--- src/rtl/width_combin_arb_pkg.sv ---
// Shared types and constants for the packet-level arbiter in front of the
// narrow-to-wide packer.
package width_combin_pkg;

    typedef enum logic {IDLE, XFER} arb_state_t;

    // Width of the per-grant beat counter.
    localparam int BSIZE = 16;

    function automatic int clog2(input int n);
        int r;
        r = 0;
        for (int v = n - 1; v > 0; v = v >> 1) begin
            r = r + 1;
        end
        return r;
    endfunction

endpackage

--- src/rtl/width_combin_arb_rr_arbiter.sv ---
// Combinational round-robin pick: the first set request found scanning
// upward from ptr+1, wrapping around at N.
module rr_arbiter
    import width_combin_pkg::*;
#(
    parameter  int N  = 4,
    localparam int IW = clog2(N)
) (
    input  logic [N-1:0]  req,
    input  logic [IW-1:0] ptr,
    output logic [N-1:0]  gnt_onehot,
    output logic [IW-1:0] gnt_idx
);

    logic [IW:0]   sum;
    logic [IW-1:0] idx;
    logic          found;

    always_comb begin
        gnt_onehot = '0;
        gnt_idx    = '0;
        found      = 1'b0;
        sum        = '0;
        idx        = '0;
        for (int i = 1; i <= N; i++) begin
            // Offset from the last winner, folded back into 0..N-1.
            sum = {1'b0, ptr} + (IW + 1)'(i);
            if (sum >= (IW + 1)'(N)) begin
                sum = sum - (IW + 1)'(N);
            end
            idx = sum[IW-1:0];
            if (!found && req[idx]) begin
                found           = 1'b1;
                gnt_onehot[idx] = 1'b1;
                gnt_idx         = idx;
            end
        end
    end

endmodule

--- src/rtl/width_combin_arb.sv ---
// Packet-level round-robin arbiter: holds a grant from the first beat to the
// source's last beat (or the burst limit) so packed words never mix packets.
module width_combin_arb
    import width_combin_pkg::*;
#(
    parameter  int NCH   = 4,
    parameter  int DSIZE = 8,
    parameter  int BURST = 0,
    localparam int CSIZE = clog2(NCH)
) (
    input  logic                 clock,
    input  logic                 rst_n,
    input  logic [NCH*DSIZE-1:0] req_data,
    input  logic [NCH-1:0]       req_vld,
    input  logic [NCH-1:0]       req_last,
    output logic [NCH-1:0]       req_ready,
    output logic [DSIZE-1:0]     out_data,
    output logic                 out_vld,
    input  logic                 out_ready,
    output logic                 out_last,
    output logic                 out_align_last,
    output logic [CSIZE-1:0]     out_chan,
    output logic                 busy
);

    localparam logic [BSIZE-1:0] BURST_LAST = BSIZE'((BURST > 0) ? BURST - 1 : 0);
    localparam logic [BSIZE-1:0] CNT_MAX    = '1;
    localparam logic [CSIZE-1:0] PTR_RST    = CSIZE'(NCH - 1);

    arb_state_t       state_q, state_d;
    logic [CSIZE-1:0] chan_q, chan_d;
    logic [CSIZE-1:0] ptr_q, ptr_d;
    logic [BSIZE-1:0] cnt_q, cnt_d;

    logic [NCH-1:0]   gnt_onehot;
    logic [CSIZE-1:0] gnt_idx;

    logic             xfer;
    logic             g_vld;
    logic             g_last;
    logic [DSIZE-1:0] g_data;
    logic             term;
    logic             hs;

    rr_arbiter #(.N(NCH)) u_rr (
        .req        (req_vld),
        .ptr        (ptr_q),
        .gnt_onehot (gnt_onehot),
        .gnt_idx    (gnt_idx)
    );

    // Datapath mux from the granted channel; out_vld never looks at out_ready.
    always_comb begin
        xfer           = (state_q == XFER);
        g_vld          = req_vld[chan_q];
        g_last         = req_last[chan_q];
        g_data         = req_data[DSIZE*chan_q +: DSIZE];
        term           = g_last || ((BURST != 0) && (cnt_q == BURST_LAST));
        hs             = xfer && g_vld && out_ready;
        out_vld        = xfer && g_vld;
        out_data       = xfer ? g_data : '0;
        out_last       = xfer && g_last && g_vld;
        out_align_last = xfer && term && g_vld;
        req_ready      = '0;
        if (xfer) begin
            req_ready[chan_q] = out_ready;
        end
    end

    always_comb begin
        state_d = state_q;
        chan_d  = chan_q;
        ptr_d   = ptr_q;
        cnt_d   = cnt_q;
        case (state_q)
            IDLE: begin
                if (|gnt_onehot) begin
                    chan_d  = gnt_idx;
                    ptr_d   = gnt_idx;
                    cnt_d   = '0;
                    state_d = XFER;
                end
            end
            XFER: begin
                if (hs) begin
                    cnt_d = (cnt_q == CNT_MAX) ? cnt_q : cnt_q + 1'b1;
                    if (term) begin
                        state_d = IDLE;
                    end
                end
            end
            default: state_d = IDLE;
        endcase
    end

    // Pointer resets to NCH-1 so channel 0 holds top priority after reset.
    always_ff @(posedge clock or negedge rst_n) begin
        if (!rst_n) begin
            state_q <= IDLE;
            chan_q  <= '0;
            ptr_q   <= PTR_RST;
            cnt_q   <= '0;
        end else begin
            state_q <= state_d;
            chan_q  <= chan_d;
            ptr_q   <= ptr_d;
            cnt_q   <= cnt_d;
        end
    end

    assign out_chan = chan_q;
    assign busy     = xfer;

endmodule

--- config.mk ---
export PLATFORM = sky130hd
export DESIGN_NAME = width_combin_arb
export DESIGN_NICKNAME = d
export VERILOG_FILES = /design/src/rtl/width_combin_arb_pkg.sv /design/src/rtl/width_combin_arb_rr_arbiter.sv /design/src/rtl/width_combin_arb.sv
export SDC_FILE = /design/constraint.sdc
export NUM_CORES = 1
export LEC_CHECK = 0
export ABC_AREA = 1
export ABC_CLOCK_PERIOD_IN_PS = 2450
export BUFFER_PORTS_ARGS = -buffer_cell sky130_fd_sc_hd__buf_2
export CAP_MARGIN = 20
export CORE_MARGIN = 2
export CORE_UTILIZATION = 40
export DETAILED_ROUTE_END_ITERATION = 10
export GPL_TIMING_DRIVEN = 0
export PLACE_DENSITY = 0.8
export SKIP_LAST_GASP = 1
export SLEW_MARGIN = 20
export SYNTH_ARGS = -nofsm -noshare
export SYNTH_HDL_FRONTEND = slang
export SYNTH_SLANG_ARGS = --single-unit
--- constraint.sdc ---
create_clock -name clock -period 2.45 [get_ports clock]
set_clock_uncertainty 0.1 [all_clocks]
set_input_delay 0.245 -clock clock [delete_from_list [all_inputs] [get_ports clock]]
set_output_delay 0.245 -clock clock [all_outputs]
set_load 0.02 [all_outputs]
== Yosys cells after proc, flatten, opt, wreduce, memory -nomap -nowiden ==
Cells that the tools add are included.

* Bits in registers: 5
* Output and inout port bits: 18
* Logic and storage cells: 91

* Multiplexer cells: 43
* Shift operators: 1
* $add $sub $neg: 8
* Reductions and logical operators: 17
* Bitwise gates (word level): 5
* $lt $le $gt $ge: 14

{| class="wikitable"
|+ Operators by type and width
! kind !! number
|-
| $shiftx 32x6->8 || 1
|-
| $mux 4 || 5
|-
| $mux 1 || 17
|-
| $mux 2 || 8
|-
| $lt 2x3->1 const B || 5
|-
| $bmux 1 s2 || 6
|-
| $ge 3x3->1 const B || 4
|-
| $logic_and 1x1->1 || 12
|-
| $or 4x4->4 || 3
|-
| $demux 1 s2 || 5
|-
| $ge 2x1->1 const B || 5
|-
| $mux 8 || 1
|-
| $sub 2x1->2 const B || 4
|-
| $add 2x2->3 const B || 2
|-
| $and 4x4->4 || 1
|-
| $reduce_or 4->1 || 1
|-
| $add 2x1->3 const B || 1
|-
| $add 2x3->3 const B || 1
|-
| $logic_not 1->1 || 3
|-
| $pmux 1 s2 || 1
|-
| $reduce_and 2->1 || 1
|-
| $not 1->1 || 1
|}

== Logic depth before layout (Yosys ltp) ==
Gate-level depths: netlist of the first run.

* Depth after elaboration: 18
* Mapped depth: 14
* Gate-level depth less buffers: 14

== Cells and area by module ==
From an unflattened synthesis of the first run, not the netlist that was laid out.

* Cell total of the unflattened synthesis: 175
* Area total of the unflattened synthesis: 1074.8 µm²

{| class="wikitable"
|+ Modules (own cells, without submodules)
! module !! area each (µm²) !! cells an instance !! instances
|-
| width_combin_arb || 600.6 || 100 || 1
|-
| rr_arbiter || 474.2 || 75 || 1
|}

== Least setup slack after synthesis of the first run ==
No wires, ideal clock.

* Kind: register to register
* From: register ptr_q[0]
* To: register chan_q[1] (netlist: out_chan[1])
* Data required time: 2232 ps
* Setup slack: 466 ps
* Arrival: 1766 ps
* Cell stages (with the launch flop): 15
* Library setup time: 118 ps
* Clock period less this slack: 1984 ps
* Path buffers: 0
* Cell sequence: dfstp_2 > inv_2 > ha_1 > inv_1 > nand3_1 > nand2_1 > nand2_1 > nand2_1 > nand2_1 > nand2_1 > nand2_1 > nand2_2 > nand2_2 > nand2_1 > nand2_1

* Cells in the longest elaborated chain, start to end: 17

{| class="wikitable"
|+ Ends and longest elaborated chain
! what !! line !! text
|-
| from (decl) || width_combin_arb.sv:32 || <nowiki>logic [CSIZE-1:0] ptr_q, ptr_d;</nowiki>
|-
| from (signal assigned) || width_combin_arb.sv:106 || <nowiki>ptr_q <= ptr_d;</nowiki>
|-
| parallel branches: the longest is 17 deep, another holds $add 2x1->3 || -- ||
|-
| to (signal assigned) || width_combin_arb.sv:105 || <nowiki>chan_q <= chan_d;</nowiki>
|-
| to (decl) || width_combin_arb.sv:31 || <nowiki>logic [CSIZE-1:0] chan_q, chan_d;</nowiki>
|}

Parallel ways; which one is timed is not known. The select of a mux whose other input is x is not followed.
A chain may end at the register's enable or synchronous reset.

== Worst setup path in the final report of the first run ==
* From: register ptr_q[0]
* To: register chan_q[0] (netlist: out_chan[0])

Same word-level chain as after synthesis.

==> reports/summary.txt, run 1 <==
Clk root buf: clkbuf_4
Final setup violation count: 0
Leak Pwr: 0.692 nW
Wire per inst: 12.4 um
Total congestion overflow: 0
TritonCTS Buffers: 3
Tightest Pin Transition: 0.488 ns
Die Ht: 49.1 um
RSZ-0062 raised after global routing: false
Die X: 49.1 um
Layout cells sized above 1: 40.9%
Site row count: 16
Required time of the critical path: 2.47 ns
Core region area: 0.00194 mm^2
Pwr Total: 1.57 mW
Status: completed
P_sw: 0.935 mW
Kind of critical path: register to register
Gr usage total: 22.8%
CTS clock-pin slew for the worst setup and hold paths: 0.04 ns
Max incr delay on CP: 0.65 ns
Sink Count: 5
Clock power share: 5.9%
Sequential power share: 13.6%
Cell Chain, Critical Path: inv_2, ha_1, inv_1, nand3_1, nand2_1, nand2_1, nand2_1, nand2_1, nand2_1, nand2_1, nand2_2, nand2_2, nand2_1, nand2_1
Sw Share: 59.7%
Yosys cell types: 25
RD Place Congestion: 0.888
Worst path most repeated cell: nand2_1
Syn avg cell area: 6.34 um^2
Combinational fraction of design power: 80.5%
H-tree levels: 1
Total number of vias: 1150
DRT Pass-1 Iters: 4
Antenna violations before repair: 0
Int Pwr: 0.632 mW
Setup crit start kind: register
Fin nets: 245
Max-cap viol count: 0
Post-synthesis sequential area ratio: 15.7%
DR DRC count: 0
Yosys reg bits: 5
Hold Crit Class: input pin to asynchronous set/reset pin
Setup TNS: 0 ns
HPWL Detailed: 2180 um
Max Clock Freq: 443 MHz
CP max FO: 11
Die footprint: 0.00241 mm^2
Number of global-route vias before repair: 1107
# IOs: 61
Cell family with most CP delay: simple AND/OR/NAND/NOR gates
Post-CTS sizing: 0
Post-Syn Instances: 128
PwrDens: 1330 mW/mm^2
Final hold violation count: 0
CTS tree: done
Final Max Tran Viols: 0
Pin count of the biggest net entering global routing: 12
Starting DRT DRC Count: 37
Fillers: 198
Final period util: 92.1%
Worst VDD drop: 677 uV
WP buf/inv: 2
Critical path capture point type: register
Final ANT Viol Nets: 0
Syn Nets: 179
First-pass GRT wire length: 4470 um
DR vias/cell: 5.23
Post-layout min period: 2.26 ns
Syn. warnings: 0
Port bufs: 60
Worst skew pair latency: 0.24 ns
Cell Area, Synth: 812 um^2
CP Data Arrival Time: 2.28 ns
Synthesis-to-layout area growth: 45.6%
Wirelength, routed: 2720 um
Antenna cells: 0
Clk buf depth: 2
CP max-delay cell: dfstp_2
Slew HR: 67.4%
Starting Density: 41.8%
[state kept, by name, indices dropped and copies added, names as in the netlist]
name,cells
ptr_q,2
busy,1
out_chan,2
[logic make-up (layout without fill, tap and decap cells)]
logic type	Yosys count	count (layout)	share of synthesized area (%)
AO/OA/AOI/OAI	32	32	26.0
multiplexers	1	1	1.23
buffers and inverters	18	83	8.94
adder cells (fa/ha/maj)	8	8	12.3
flip-flops	5	5	15.7
AND/OR/NAND/NOR	64	64	35.7
[routing by layer]
metal	part of all wire [%]	global-route usage [%]	routed length (um)
met4	0.51	7.62	14
met3	3.3	2.76	91
met1	43	26.0	1160
met2	53	43.2	1450
met5	0	0	0
[placed cells by master, fill, tap and decap left out]
cell type and n:
buf_2 60, nand2_1 34, a22oi_1 17, inv_1 11, a21oi_1 10, nand3_1 9, ha_1 8, nor2_1 7
nand2_2 7, dfrtp_1 3, clkbuf_4 3, inv_2 2, clkinv_1 2, nor2_2 2, clkbuf_1 2, o22ai_1 2
nand4_1 2, dfstp_2 2, nor3_1 1, nand3_2 1, clkinv_2 1, or4_1 1, o41ai_1 1, o21ai_1 1
mux2i_1 1, a21boi_0 1, buf_4 1, dlygate4sd3_1 1
[through the flow]
stage / hold slack [ns] / instances / setup WS [ns] / cell area (um^2) / util, %
after CTS: 0.241 / 220 / 0.187 / 1180 / 60.9
final: 0.256 / 220 / 0.194 / 1180 / 60.9
after global placement: -0.0416 / 215 / 0.252 / 1150 / 59.0
after floorplan: -0.151 / 128 / 0.466 / 812 / -
after global routing: 0.243 / 220 / 0.0111 / 1180 / 60.9
after detailed placement: -0.0369 / 215 / 0.200 / 1150 / 59.0
[power by group through the flow]
stage               Clock [mW]  Sequential (mW)  Combinational [mW]
global placement             0            0.209                1.20
finish                  0.0919            0.214                1.26
global route             0.110            0.222                1.40
floorplan                    0            0.221               0.890
CTS                     0.0954            0.215                1.25
detailed placement           0            0.215                1.25
[worst paths after layout]
path                                     to  slack [ns]   startpoint  cells past startpoint
worst max-delay path            out_chan[0]        0.19     ptr_q[0]                     14
worst min-delay path            out_chan[1]        0.26        rst_n                      2
worst max register to register  out_chan[0]        0.19     ptr_q[0]                     14
worst min register to register     ptr_q[1]        0.45     ptr_q[1]                      2
max in group asynchronous          ptr_q[1]        1.78        rst_n                      2
min in group clock                     busy        0.41  req_last[3]                      6
[cell usage after synthesis, drive strengths merged]
cell type  number  area share [%]
clkbuf          1            0.46
a21oi          10             6.2
clkinv          3             1.5
dfrtp           3             9.2
buf             1            0.92
a22oi          17              16
mux2i           1             1.2
nand2          41              21
nor2            9             4.8
nand3          10             6.8
o21ai           1            0.62
nand4           2             1.5
o41ai           1             1.1
nor3            1            0.62
inv            13             6.0
a21boi          1            0.92
or4             1            0.92
o22ai           2             1.5
dfstp           2             6.5
ha              8              12
[what timing repair did]
action / in CTS / in global routing
hold buffers: 1 / 0
hold endpoints to repair: 5 / 0
buffers inserted: 0 / 0
[layout make-up]
cell class | count | area [um^2] | share of cell area [%]
buffer | 2 | 11.3 | 0.952
tap | 27 | 33.8 | 2.86
timing repair buffer | 61 | 310 | 26.2
clock buffer | 4 | 26.3 | 2.22
multi-input combinational | 105 | 612 | 51.7
sequential | 5 | 128 | 10.8
inverter | 16 | 61.3 | 5.19
No activity file was read; power rests on OpenSTA's default activity.
==> run 2: changes to the inputs <==
- RECOVER_POWER: unset -> 25
==> run 2 against run 1 <==
  * Critical path depth did not move
  * Total power is 0.28% lower
  * Fmax is essentially flat
  * Clock power barely moved
  * Flip-flop and latch count unchanged
  * Clock-buffer cell count unchanged
  * Largest cell class unchanged
  * Global-route usage did not move
  * Combinational power about the same
  * Critical path type unchanged
  * Worst setup slack improved by 0.0010 ns
  * Sequential share of layout area barely moved
  * Via count increased by 0.26%
  * Utilization shrank 0.19 points
==> reports/summary.txt, run 2 (synthesis gave the netlist of run 1 again) <==
CTS tree: done
Leak Pwr: 0.684 nW (-1.2%)
HPWL Detailed: 2180 um (unchanged)
Total congestion overflow: 0 (unchanged)
Final setup violation count: 0 (unchanged)
DR DRC count: 0 (unchanged)
Post-layout min period: 2.25 ns (-0.00103 ns)
Antenna cells: 0 (unchanged)
Max Clock Freq: 444 MHz (about the same)
Core region area: 0.00194 mm^2 (unchanged)
Final period util: 92.0% (about the same)
Clk buf depth: 2 (unchanged)
Final Max Tran Viols: 0 (unchanged)
Die X: 49.1 um (unchanged)
Tightest Pin Transition: 0.486 ns (-0.00159 ns)
Critical Path Start: ptr_q[0]
PwrDens: 1330 mW/mm^2 (about the same)
Synthesis-to-layout area growth: 45.1%
Post-CTS sizing: 0 (unchanged)
Final ANT Viol Nets: 0 (unchanged)
Slew HR: 67.5% (+0.11 points)
Status: completed
DR vias/cell: 5.24 (+0.26%)
Commonest non-fill, non-tap cell in the layout: buf_2
# IOs: 61 (unchanged)
Total number of vias: 1153 (+0.26%)
Hold Crit Class: input pin to asynchronous set/reset pin
Sink Count: 5 (unchanged)
Max-cap viol count: 0 (unchanged)
Worst VDD drop: 676 uV (about the same)
Critical path capture point type: register
Routed metal-1 wirelength: 1150 um (-1.1%)
TritonCTS Buffers: 3 (unchanged)
DR WL met3: 96 um (+5.5%)
Die footprint: 0.00241 mm^2 (unchanged)
Antenna violations before repair: 0 (unchanged)
Most frequent cells in the layout: 57 x buf_2, 34 x nand2_1, 17 x a22oi_1
CP max FO: 11 (unchanged)
Wirelength, routed: 2710 um (-0.37%)
R2r startpoint: ptr_q[0]
Worst skew pair latency: 0.24 ns (about the same)
DR top layer: met4
Number of global-route vias before repair: 1107 (unchanged)
Site row count: 16 (unchanged)
Fin nets: 245 (unchanged)
Hold buffers post-CTS: 1 (unchanged)
Post-CTS Repair Setup Buffers: 0 (unchanged)
Wire per inst: 12.3 um (-0.37%)
CTS clock-pin slew for the worst setup and hold paths: 0.04 ns (about the same)
Starting DRT DRC Count: 37 (unchanged)
RSZ-0062 raised after global routing: false
Gr usage total: 22.8% (unchanged)
Pin count of the biggest net entering global routing: 12 (unchanged)
Setup crit start kind: register
Kind of critical path: register to register
Clk root buf: clkbuf_4
Required time of the critical path: 2.47 ns (about the same)
Final hold violation count: 0 (unchanged)
H-tree levels: 1 (unchanged)
DRT Pass-1 Iters: 4 (unchanged)
RD Place Congestion: 0.888 (unchanged)
Port bufs: 60 (unchanged)
Die Ht: 49.1 um (unchanged)
Setup TNS: 0 ns (unchanged)
Layout cells sized above 1: 39.4% (-1.6 points)
CP Data Arrival Time: 2.28 ns (about the same)
Pwr Total: 1.56 mW (-0.28%)
Starting Density: 41.8% (unchanged)
Wire length on met2: 1440 um (-0.69%)
First-pass GRT wire length: 4470 um (unchanged)
## run 2: changes by cell type in the layout (fill, tap and decap cells not counted)
cell	previous run	this run
buf_2	60	57
clkbuf_1	2	5
## run 2: routing by layer
metal	vias to the layer above	GRT usage [%]
li1	572	-
met1	538	26.0
met2	37	43.2
met3	6	2.76
met4	0	7.62
met5	-	0
## run 2: through the flow
| stage | setup slack (ns) | instance area (um^2) | utilization, % | std cells | hold slack (ns) |
|---|---|---|---|---|---|
| floorplan | 0.466 | 812 | - | 128 | -0.151 |
| global placement | 0.252 | 1150 | 59.0 | 215 | -0.0416 |
| detailed placement | 0.200 | 1150 | 59.0 | 215 | -0.0369 |
| CTS | 0.187 | 1180 | 60.9 | 220 | 0.241 |
| global route | 0.0110 | 1180 | 60.7 | 220 | 0.299 |
| finish | 0.195 | 1180 | 60.7 | 220 | 0.296 |
## run 2: worst paths after layout
path	cells after the start	slack (ns)	end
max in group asynchronous	2	1.68	ptr_q[1]
min reg2reg	2	0.45	ptr_q[1]
max	14	0.20	out_chan[0]
min in group clock	6	0.41	busy
max reg2reg	14	0.20	out_chan[0]
min	2	0.30	out_chan[1]
## run 2: power breakdown
part | leakage [nW] | internal, mW | switching (mW)
registers | 0.0563 | 0.135 | 0.0788
logic | 0.612 | 0.432 | 0.825
clock network | 0.0150 | 0.0614 | 0.0309
## run 2: area by class of cell
class	instances	area [um^2]
fill	198	763
multi-input combinational	105	612
timing repair buffer	61	307
sequential	5	128
inverter	16	61.3
tap	27	33.8
clock buffer	4	26.3
buffer	2	11.3
## run 2: critical path, cell delays in order, from the launching register on
cell and delay (ns):
dfstp_2 0.65, inv_2 0.16, ha_1 0.36, inv_1 0.12
nand3_1 0.09, nand2_1 0.08, nand2_1 0.07, nand2_1 0.06
nand2_1 0.07, nand2_1 0.06, nand2_1 0.06, nand2_2 0.08
nand2_2 0.08, nand2_1 0.06, nand2_1 0.05
